$ cat config.mk
export PLATFORM = sky130hd
export DESIGN_NAME = pipe_hazard_ctrl
export DESIGN_NICKNAME = d
export VERILOG_FILES = /design/src/rtl/pipe_hazard_ctrl.sv
export SDC_FILE = /design/constraint.sdc
export NUM_CORES = 1
export LEC_CHECK = 0
export ABC_AREA = 1
export BUFFER_PORTS_ARGS = -buffer_cell sky130_fd_sc_hd__buf_2
export CORE_MARGIN = 10
export CORE_UTILIZATION = 55
export CTS_CLUSTER_DIAMETER = 150
export CTS_CLUSTER_SIZE = 14
export DETAILED_ROUTE_END_ITERATION = 10
export PLACE_DENSITY_LB_ADDON = 0.2
export SLEW_MARGIN = 20
export SYNTH_ARGS = -nofsm -noshare
export SYNTH_HDL_FRONTEND = slang
export SYNTH_SLANG_ARGS = --single-unit
export TNS_END_PERCENT = 100
$ cat constraint.sdc
create_clock -name clk -period 3 [get_ports clk]
set_input_delay 0.6 -clock clk [delete_from_list [all_inputs] [get_ports clk]]
set_output_delay 0.6 -clock clk [all_outputs]
set_load 0.005 [all_outputs]
$ cat src/rtl/pipe_hazard_ctrl.sv
// rtl/pipe_hazard_ctrl.sv - stall/flush control for the IF/ID and ID/EX pipeline registers
//
// Purpose:
//   Generates the zero-latency stall and flush controls for a 5-stage RISC-V
//   pipeline. It covers load-use bubbles (LOAD_STALL_CYCLES per hazard),
//   taken branch/jump squashes, and an ecall drain-then-halt sequence. It also
//   keeps saturating stall and flush event counters.
//
// Ports:
//   clk, rst                 core clock, asynchronous active-low reset
//   id_rs1_index/id_rs2_index source registers of the instruction in ID
//   id_use_rs1/id_use_rs2    ID instruction actually reads rs1/rs2
//   ex_rd_index, ex_wb_en,   destination and writeback controls held in ID/EX
//   ex_wb_sel                (wb_sel = 1 means the result is load data)
//   ex_ecall_sig             ecall currently in EX
//   ex_jb_taken              branch/jump resolved taken in EX
//   pc_stall, fd_stall       hold PC / hold IF/ID (combinational)
//   fd_flush, de_flush       clear IF/ID / flush ID/EX control fields (combinational)
//   halt                     core halted after ecall drained (registered)
//   stall_cnt, flush_cnt     saturating bubble-cycle / taken-jb counters (registered)

module pipe_hazard_ctrl #(
  parameter int LOAD_STALL_CYCLES = 1,
  parameter int DRAIN_CYCLES      = 2,
  parameter int CNT_W             = 32
) (
  input  logic             clk,
  input  logic             rst,
  input  logic [4:0]       id_rs1_index,
  input  logic [4:0]       id_rs2_index,
  input  logic             id_use_rs1,
  input  logic             id_use_rs2,
  input  logic [4:0]       ex_rd_index,
  input  logic             ex_wb_en,
  input  logic             ex_wb_sel,
  input  logic             ex_ecall_sig,
  input  logic             ex_jb_taken,
  output logic             pc_stall,
  output logic             fd_stall,
  output logic             fd_flush,
  output logic             de_flush,
  output logic             halt,
  output logic [CNT_W-1:0] stall_cnt,
  output logic [CNT_W-1:0] flush_cnt
);

  typedef enum logic [1:0] {
    RUN    = 2'd0,
    LSTALL = 2'd1,
    DRAIN  = 2'd2,
    HALTED = 2'd3
  } state_t;

  localparam logic [3:0] LS_INIT = 4'(LOAD_STALL_CYCLES - 1);
  localparam logic [3:0] DR_INIT = 4'(DRAIN_CYCLES - 1);

  state_t           r_state;
  logic [3:0]       r_stall_ctr;
  logic [3:0]       r_drain_ctr;
  logic             r_halt;
  logic [CNT_W-1:0] r_stall_cnt;
  logic [CNT_W-1:0] r_flush_cnt;

  logic w_rs1_hit;
  logic w_rs2_hit;
  logic w_load_use;

  // A load writing x0 never produces a value a consumer could depend on.
  assign w_rs1_hit  = id_use_rs1 & (id_rs1_index == ex_rd_index);
  assign w_rs2_hit  = id_use_rs2 & (id_rs2_index == ex_rd_index);
  assign w_load_use = ex_wb_en & ex_wb_sel & (ex_rd_index != 5'd0) & (w_rs1_hit | w_rs2_hit);

  // Controls are decoded from the state and live inputs so the pipeline
  // registers react in the same cycle the hazard is seen.
  always_comb begin
    pc_stall = 1'b0;
    fd_stall = 1'b0;
    fd_flush = 1'b0;
    de_flush = 1'b0;
    case (r_state)
      RUN: begin
        if (ex_ecall_sig) begin
          pc_stall = 1'b1;
          fd_flush = 1'b1;
          de_flush = 1'b1;
        end else if (ex_jb_taken) begin
          // The younger instruction is squashed, so a coincident load-use is moot.
          fd_flush = 1'b1;
          de_flush = 1'b1;
        end else if (w_load_use) begin
          pc_stall = 1'b1;
          fd_stall = 1'b1;
          de_flush = 1'b1;
        end
      end
      LSTALL: begin
        pc_stall = 1'b1;
        fd_stall = 1'b1;
        de_flush = 1'b1;
      end
      DRAIN, HALTED: begin
        pc_stall = 1'b1;
        fd_flush = 1'b1;
        de_flush = 1'b1;
      end
      default: begin
        pc_stall = 1'b0;
      end
    endcase
  end

  always_ff @(posedge clk or negedge rst) begin
    if (!rst) begin
      r_state     <= RUN;
      r_stall_ctr <= 4'd0;
      r_drain_ctr <= 4'd0;
      r_halt      <= 1'b0;
      r_stall_cnt <= '0;
      r_flush_cnt <= '0;
    end else begin
      case (r_state)
        RUN: begin
          if (ex_ecall_sig) begin
            r_state     <= DRAIN;
            r_drain_ctr <= DR_INIT;
          end else if (ex_jb_taken) begin
            if (r_flush_cnt != '1) r_flush_cnt <= r_flush_cnt + CNT_W'(1);
          end else if (w_load_use) begin
            if (r_stall_cnt != '1) r_stall_cnt <= r_stall_cnt + CNT_W'(1);
            // The RUN cycle itself is the first bubble; LSTALL supplies the rest.
            if (LOAD_STALL_CYCLES > 1) begin
              r_state     <= LSTALL;
              r_stall_ctr <= LS_INIT;
            end
          end
        end
        LSTALL: begin
          // EX holds a bubble here, so jb/ecall inputs are not looked at.
          if (r_stall_cnt != '1) r_stall_cnt <= r_stall_cnt + CNT_W'(1);
          if (r_stall_ctr <= 4'd1) begin
            r_state     <= RUN;
            r_stall_ctr <= 4'd0;
          end else begin
            r_stall_ctr <= r_stall_ctr - 4'd1;
          end
        end
        DRAIN: begin
          if (r_drain_ctr == 4'd0) begin
            r_state <= HALTED;
            r_halt  <= 1'b1;
          end else begin
            r_drain_ctr <= r_drain_ctr - 4'd1;
          end
        end
        HALTED: begin
          r_halt <= 1'b1;
        end
        default: begin
          r_state <= RUN;
        end
      endcase
    end
  end

  assign halt      = r_halt;
  assign stall_cnt = r_stall_cnt;
  assign flush_cnt = r_flush_cnt;

endmodule

==> impl_metrics.env <==
export IMPL_grt_overflow_total=0
export IMPL_gp_congestion=1.01
export IMPL_fin_ws_ns=0.673
export IMPL_clk_path_buf_depth=2
export IMPL_synth_mux_area_share_pct=0
export IMPL_synth_area_per_cell_um2=6.63
export IMPL_ir_drop_uv=192
export IMPL_fin_skew_ns=0.0106
export IMPL_nets=888
export IMPL_routedWlPerCell_um=14.2
export IMPL_synth_top_family_by_area="simple AND/OR/NAND/NOR gates"
export IMPL_synthSimpleGateAreaFrac_pct=45.4
export IMPL_die_h_um=116
export IMPL_n_antenna_cell=0
export IMPL_io_pins=92
export IMPL_dp_final_hpwl_mm=10.4
export IMPL_core_mm2=0.00915
export IMPL_synthXorXnorAreaFrac_pct=7.54
export IMPL_drtPass1Iterations=5
export IMPL_pre_cts_ws_ns=0.716
export IMPL_ctsResizeCount=0
export IMPL_cts_setup_buffers=0
export IMPL_port_buffers=91
export IMPL_ant_nets=0
export IMPL_crit_path_top_delay_cell="inv_2"
export IMPL_yosysTopAreaCell="dfrtp_1"
export IMPL_cts_root_buf="clkbuf_8"
export IMPL_critical_path_buf_inv_count=2
export IMPL_grt_pass1_vias=5114
export IMPL_grt_pass1_wl_mm=23.8
export IMPL_post_route_util_pct=64.0
export IMPL_setup_viol=0
export IMPL_synth_seq_cells=75
export IMPL_start_util_pct=55.8
export IMPL_netlist_area_mm2=0.00511
export IMPL_finalHoldViolCount=0
export IMPL_syn_nets=800
export IMPL_ff2ff_setup_slack_ns=0.67
export IMPL_grt_usage_pct=21.5
export IMPL_synth_top_cells_by_area="dfrtp_1, nand2_1, nor2_1, nand4_1, inv_1"
export IMPL_max_clock_freq_mhz=430
export IMPL_grt_max_degree=76
export IMPL_clk_pin_slew_ns=0.08
export IMPL_final_common_cell="nand2_1"
export IMPL_path_delay_family="simple AND/OR/NAND/NOR gates"
export IMPL_ctsHoldBuffers=0
export IMPL_status="finished, final reports clean"
export IMPL_tns_ns=0
export IMPL_die_area_mm2=0.0135
export IMPL_synthDistinctLibCells=27
export IMPL_vias_per_cell=5.27
export IMPL_num_vias=5143
export IMPL_drt_iter0_drc=324
export IMPL_die_x_um=116
export IMPL_clock_latency_ns=0.35
export IMPL_cellLeakagePower_nw=3.06
export IMPL_cp_start_kind="register"
export IMPL_route_detailed_drc=0
export IMPL_crit_chain="ha_1 -> nand3_4 -> inv_2 -> nand2_1 -> nor2_2 -> nand2_1 -> nand3_2 -> inv_2 -> nand2_1 -> nand2_1"
export IMPL_area_growth_pct=14.6
export IMPL_endpoint_kind="register"
export IMPL_synth_top_cell_area_share_pct=36.7
export IMPL_yosys_warnings=0
export IMPL_power_density_mw_per_mm2=347
export IMPL_clock_sinks=75
export IMPL_path_class="register to register"
export IMPL_grt_antenna_before_repair=0
export IMPL_drv_slew=0
export IMPL_synth_fa_ha_area_share_pct=1.47
export IMPL_post_route_min_period_ns=2.33
export IMPL_synth_compound_area_share_pct=1.98
export IMPL_rsz0062_at_grt="no"
export IMPL_cts_tree="yes"
export IMPL_cap_violations=0
export IMPL_worst_pin_slew_ns=0.916
export IMPL_crit_path_max_incr_delay_ns=0.51
export IMPL_numCtsBuffers=9
export IMPL_fillers=862
export IMPL_critPathRequiredTime_ns=3.28
export IMPL_netlist_instances=771
export IMPL_h_tree_depth=3
export IMPL_totalWireLength_mm=13.9
export IMPL_critPathMaxFanout=27
export IMPL_yosysSeqAreaShare_pct=36.7
export IMPL_cpMostUsedCell="nand2_1"
export IMPL_cp_arrival_ns=2.60
export IMPL_period_share_pct=77.6
export IMPL_final_cell_mix="nand2_1, nor2_1, buf_2"
export IMPL_slew_headroom_pct=38.9
export IMPL_drive_above_1_share_pct=15.3
export IMPL_rows=35
export IMPL_hp_class="input port to async pin"
[per-layer routing]
layer	share of wire [%]	GRT usage [%]
met5	0	0
met3	5.8	3.90
met1	42	25.0
met2	50	38.2
met4	2.3	8.01
[cell families after synthesis]
group / after synthesis
AND/OR/NAND/NOR: 547
buffers and inverters: 80
flip-flops: 75
XOR/XNOR: 44
AO/OA/AOI/OAI: 19
adder cells (fa/ha/maj): 6
[registers in the layout (all words and copies together), names as in the netlist]
signal	flops
flush_cnt	32
stall_cnt	32
r_drain_ctr	4
r_stall_ctr	4
r_state	2
halt	1
[where the power goes]
group	switching [mW]	internal (mW)	total (mW)	leakage, nW
Sequential	0	1.01	1.01	1.03
Combinational	0.0402	0.0192	0.0595	1.90
Clock	0.389	0.573	0.962	0.123
[final cells by class]
| type | instances | area (µm²) | share of cell area [%] |
|---|---|---|---|
| multi-input combinational | 616 | 2880 | 49.2 |
| sequential | 75 | 1880 | 32.0 |
| timing repair buffer | 95 | 488 | 8.33 |
| inverter | 62 | 233 | 3.97 |
| clock buffer | 11 | 141 | 2.41 |
| tap | 111 | 139 | 2.37 |
| clock inverter | 5 | 100 | 1.71 |
[worst paths after layout]
path | cells past startpoint | end | startpoint
hold / removal | 1 | stall_cnt[4] | rst
hold reg to reg | 2 | halt | halt
min in group clk | 2 | halt | halt
setup / recovery | 10 | flush_cnt[3] | flush_cnt[0]
setup reg to reg | 10 | flush_cnt[3] | flush_cnt[0]
max in group asynchronous | 1 | r_state[0] | rst
[per-stage QoR]
step / power [mW] / cells / area (µm²) / hold WS [ns]
after floorplan: 1.05 / 771 / 5110 / 0.304
after global placement: 1.09 / 959 / 5620 / 0.458
after detailed placement: 1.09 / 959 / 5620 / 0.469
after CTS: 2.04 / 975 / 5860 / 0.423
after global routing: 2.11 / 975 / 5860 / 0.453
final: 2.03 / 975 / 5860 / 0.385
[cell usage after synthesis (all sizes together)]
library cell / count
nand2: 351
nor2: 102
dfrtp: 75
inv: 62
nand4: 36
nand3: 24
xor2: 23
xnor2: 21
nor3: 17
buf: 16
nand3b: 15
o21ai: 13
ha: 6
a21oi: 2
clkbuf: 2
o22ai: 2
a31oi: 1
nor3b: 1
o31ai: 1
or2: 1
(Power assumes the default switching activity.)
